<file path="src/rtl/down_timer.sv">
// down_timer: loadable W-bit down-counter with one-shot and periodic modes.
// The counter counts a reload value R down to zero and emits a one-cycle
// borrow pulse (bo) on the terminal count. In periodic mode the pulses are
// R+1 enabled cycles apart. In one-shot mode the counter parks in DONE.
module down_timer #(
    parameter int W = 16
) (
    input  logic         clk,
    input  logic         rst_n,
    input  logic         clr,
    input  logic         load,
    input  logic [W-1:0] load_val,
    input  logic         start,
    input  logic         stop,
    input  logic         en,
    input  logic         periodic,
    output logic [W-1:0] cnt,
    output logic         bo,
    output logic         busy,
    output logic         done
);

    typedef enum logic [1:0] {
        S_IDLE = 2'd0,
        S_RUN  = 2'd1,
        S_DONE = 2'd2
    } state_t;

    localparam logic [W-1:0] CNT_ZERO = '0;
    localparam logic [W-1:0] CNT_ONE  = W'(1);

    state_t       state_q, state_d;
    logic [W-1:0] cnt_q,   cnt_d;
    logic [W-1:0] reload_q, reload_d;
    logic         busy_q,  busy_d;
    logic         done_q,  done_d;

    logic         in_run;
    logic         cnt_is_zero;
    logic         ctrl_any;

    assign in_run      = (state_q == S_RUN);
    assign cnt_is_zero = (cnt_q == CNT_ZERO);
    // Any control input pre-empts counting on this cycle, so no borrow.
    assign ctrl_any    = clr | stop | start;

    // Terminal-count pulse, combinational so it lines up with cnt==0.
    assign bo = in_run & en & cnt_is_zero & ~ctrl_any;

    // Next-state logic: clr > stop > start > count; reload updates independently.
    always_comb begin
        // The reload register follows load regardless of the control path;
        // a same-cycle start therefore sees the freshly loaded value.
        reload_d = load ? load_val : reload_q;
        state_d  = state_q;
        cnt_d    = cnt_q;

        if (clr) begin
            cnt_d   = CNT_ZERO;
            state_d = S_IDLE;
        end else if (stop && in_run) begin
            // Abort: leave cnt frozen so software can read how far it got.
            state_d = S_IDLE;
        end else if (start) begin
            cnt_d   = reload_d;
            state_d = S_RUN;
        end else if (in_run && en) begin
            if (!cnt_is_zero) begin
                cnt_d = cnt_q - CNT_ONE;
            end else if (periodic) begin
                // Auto-reload from the register as it stood before this
                // cycle's load, so a mid-run load lands on the next reload.
                cnt_d = reload_q;
            end else begin
                // One-shot: cnt stays at 0, never wraps to all-ones.
                state_d = S_DONE;
            end
        end

        busy_d = (state_d == S_RUN);
        done_d = (state_d == S_DONE);
    end

    // State, counter, reload and status flops with asynchronous reset.
    always_ff @(posedge clk or negedge rst_n) begin
        if (!rst_n) begin
            state_q  <= S_IDLE;
            cnt_q    <= CNT_ZERO;
            reload_q <= CNT_ZERO;
            busy_q   <= 1'b0;
            done_q   <= 1'b0;
        end else begin
            state_q  <= state_d;
            cnt_q    <= cnt_d;
            reload_q <= reload_d;
            busy_q   <= busy_d;
            done_q   <= done_d;
        end
    end

    assign cnt  = cnt_q;
    assign busy = busy_q;
    assign done = done_q;

endmodule

</file>
<file path="config.mk">
export PLATFORM = sky130hd
export DESIGN_NAME = down_timer
export DESIGN_NICKNAME = d
export VERILOG_FILES = /design/src/rtl/down_timer.sv
export SDC_FILE = /design/constraint.sdc
export NUM_CORES = 1
export LEC_CHECK = 0
export ABC_CLOCK_PERIOD_IN_PS = 4100
export CAP_MARGIN = 10
export CORE_MARGIN = 2
export CORE_UTILIZATION = 49
export CTS_BUF_LIST = sky130_fd_sc_hd__clkbuf_4
export DETAILED_ROUTE_END_ITERATION = 6
export GPL_ROUTABILITY_DRIVEN = 0
export PLACE_DENSITY = 0.8
export SYNTH_ARGS = -nofsm -noshare
export SYNTH_HDL_FRONTEND = slang
export SYNTH_SLANG_ARGS = --single-unit
</file>
<file path="constraint.sdc">
create_clock -name clk -period 4.1 [get_ports clk]
set_input_delay 1.025 -clock clk [delete_from_list [all_inputs] [get_ports clk]]
set_output_delay 1.025 -clock clk [all_outputs]
set_load 0.02 [all_outputs]
</file>
==> metrics list <==
- Die outline area: just under 5000 µm²
- In the synthesized netlist the async set-or-reset flop fraction comes to 100%.
- In the final routed layout, each cell accounts on average for approximately 17 µm.
* RSZ-0062 raised after global routing: false
- The routed design could run at a clock period as short as about 3.8 ns.
- Overall die height: 70.1 µm
* Effective utilization at floorplan: around 50%
- The flow ran to the end, and the final reports show no timing, DRC or antenna violations.
* Final WL: roughly 5.2 mm
- Count of standard-cell rows: 24
- For this block, the initial DRC count from the detailed router was approximately 180.
- Mean instance size in the synthesized netlist: 9.90 µm²
- For this design the static power due to leakage is approximately 1.1 nW.
- Crit path arrival time: 2.76 ns
* Warnings, synthesis: 0
- The path class of the tightest hold or removal check is flip-flop to flip-flop.
* GRT Overall Usage: between 20% and 30%
* Maximum number of pins on one net before global-route repair: 37
* Sum of overflow across all layers after global routing: 0
- Clock tree synthesis inserted a total of 5 buffers.
- The tool flagged a number of max-cap violations equal to 0.
- Ranked by total cell area, the synthesized netlist is headed by dfrtp_1, mux2_2, a21oi_1, nor2_1, nand2_1.
- The mapped netlist covers 2140 µm².
- The share of the Yosys chip area taken by registers is between 40 and 50%.
* Worst-case clock buffer depth: 2
- In this run, synthesis inferred 0 flip-flops with an integrated enable.
* Core region area: ~4300 µm²
* Number of global-route vias before repair: between 1500 and 2000
* Top cell type by total area after synthesis: dfrtp_1
* Antenna violations before repair: 0
- Counting flops and latches in the post-synthesis netlist gives 36.
- Data required time at the worst endpoint: 3.07 ns
* Area added between synthesis and finish: 24.2%
- For this design the top-level I/O count stands at 43.
- The worst path uses ~92% of the clock period.
- The first global-routing pass estimated around 8.8 mm of wire.
- Setup violators final: 0
- Crit Path Class: flip-flop to output port
- For this run, the detailed router's first-pass iteration total came to 4.
- In the final design database the tool counted between 200 and 300 nets.
- Via count: roughly 1900
- Clock tree synthesis found a total of 36 sinks.
- Clock latency at the later pin of the worst-skew pair: 0.35 ns
- Among all flip-flop cells after synthesis, the most frequent one is dfrtp_1.
- The worst register-to-register path has a depth of 7.
- Flop2flop setup slack: between 1 and 1.5 ns
- After clock tree synthesis, the repair step resized 0 gates.
- Fin. Hold Viols: 0
* Port Buffers: 42
- Max H-tree Level: 2
- Along the worst path, the maximum fanout reaches 6.
- Cell Area, Placed: 2600 µm²
- Setup Total Neg Slack: 0 ns
* Most common cell after layout, fill and taps aside: clkdlybuf4s50_1
- The worst setup path is launched from a flip-flop.
- IR analysis of the VDD net gives a maximum drop of 0.000180 V.
- Quantity of hold-fixing buffers added after cts: 0
- The number of nets in the synthesized netlist is 242.
- Clock slew at the register clock pins of the worst setup and hold paths: between 0.1 and 0.15 ns
* Highest clock rate: about 0.26 GHz
- The detail route stage leaves a number of antenna-violating nets equal to 0.
- Worst setup EP type: output port
* Post-synthesis cell count: roughly 220
* Top library cells by usage in the layout, fill and taps aside: clkdlybuf4s50_1, dfrtp_1, nor2_1, nand2_1
- Number of pins with negative max-slew slack in the final report: 0
- Synth top area share: roughly 42%
- Final Instance Area: 2660 µm²
* Floorplan die width: roughly 70 µm
- TritonCTS built the clock tree.
- The worst pin sits at a relative slew slack of a little over a third.
- Worst-Margin Slew: ~0.96 ns
- Non-filler instance count after layout: 311
- Worst clock skew: around 0.0094 ns
- The filler cells instantiated in the layout total approximately 380.
- Detailed-route vias per instance: a little over 6
- Layout cell share with drive strength beyond 1: roughly 15%
* Post-CTS setup buffer count: 0
- In the routed design, unresolved DRC markers number 0.
- CTS placed an instance of clkbuf_4 at the clock tree root.
- Distinct cell type count of the synthesized netlist: between 50 and 60
- Counting tap cells, the placed design contains a total of between 300 and 400 instances.
- Dividing total power by cell area gives a power density of about 380 nW/µm².
- Detailed placement ended at an HPWL of between 3 and 4 mm.
* Antenna fix cells: 0
- Min-Delay Path Depth: 1
[path summary, 6_finish.rpt]
kind | from | end
worst min-delay path | reload_q[2] | cnt[2]
min in group asynchronous | rst_n | cnt[9]
max in group asynchronous | rst_n | reload_q[15]
worst max-delay path | cnt[0] | bo
worst max register to register | cnt[0] | cnt[5]
worst min register to register | reload_q[2] | cnt[2]
[where the power goes]
group	switching [W]	internal [W]	leakage, nW
Clock	0.000126	0.0000629	0.0324
Combinational	0.000201	0.000173	0.617
Sequential	0.0000558	0.000396	0.453
Total	0.000382	0.000631	1.10
[per-stage QoR]
step	setup WS (ns)	util [%]	total power [W]	hold WS (ns)
6_report	0.311	62.3	0.00101	0.504
5_1_grt	0.108	62.3	0.00107	0.525
4_1_cts	0.298	62.3	0.00102	0.515
3_5_place_dp	0.432	61.1	0.000829	0.493
3_3_place_gp	0.461	61.1	0.000822	0.483
2_1_floorplan	0.775	-	0.000692	0.471
[synth_stat cells, types with 3 or more instances]
library cell / count
a211oi_1: 7
a21o_1: 3
a21oi_1: 15
a221o_1: 6
a32o_1: 4
a32oi_1: 3
buf_2: 4
clkbuf_1: 5
dfrtp_1: 36
inv_1: 5
mux2_2: 15
nand2_1: 18
nand3_1: 10
nand4_1: 4
nor2_1: 20
o21a_1: 3
o21ai_0: 5
[layout make-up]
class	instances	area, µm²	share of cell area (%)
well taps	52	65.1	2.45
flip-flops and latches	36	901	33.9
multi-input cells	160	1140	43.0
clock buffers	5	37.5	1.41
clock inverters	3	13.8	0.518
inverters	6	22.5	0.848
repair buffers	49	473	17.8
[worst max-delay path: stages (launching register included)]
cell             delay, ns
dfrtp_1               0.47
inv_1                 0.12
ha_1                  0.14
nor4b_1               0.43
and4_1                0.32
nand2_1               0.09
nor4_1                0.19
clkdlybuf4s50_1       0.66
[metal layers]
metal,track usage (%),vias up,wire length [µm]
met3,5.48,6,338
li1,-,914,-
met4,5.98,0,46
met1,30.4,937,2330
met5,0,-,0
met2,36.2,59,2500
[state kept, by name, summed over array words and instances, names as in the netlist]
register / flops
reload_q: 16
done: 1
busy: 1
state_q: 2
cnt: 16
[logic make-up after synthesis]
logic type      Yosys count  share of synthesized area (%)
flops                    36                           42.1
simple gates             73                           19.2
fa+ha+maj                 2                           1.17
buf+inv                  20                           4.45
xor+xnor                  2                          0.819
compound gates           67                           23.9
mux                      16                           8.37
(Power assumes the default switching activity.)
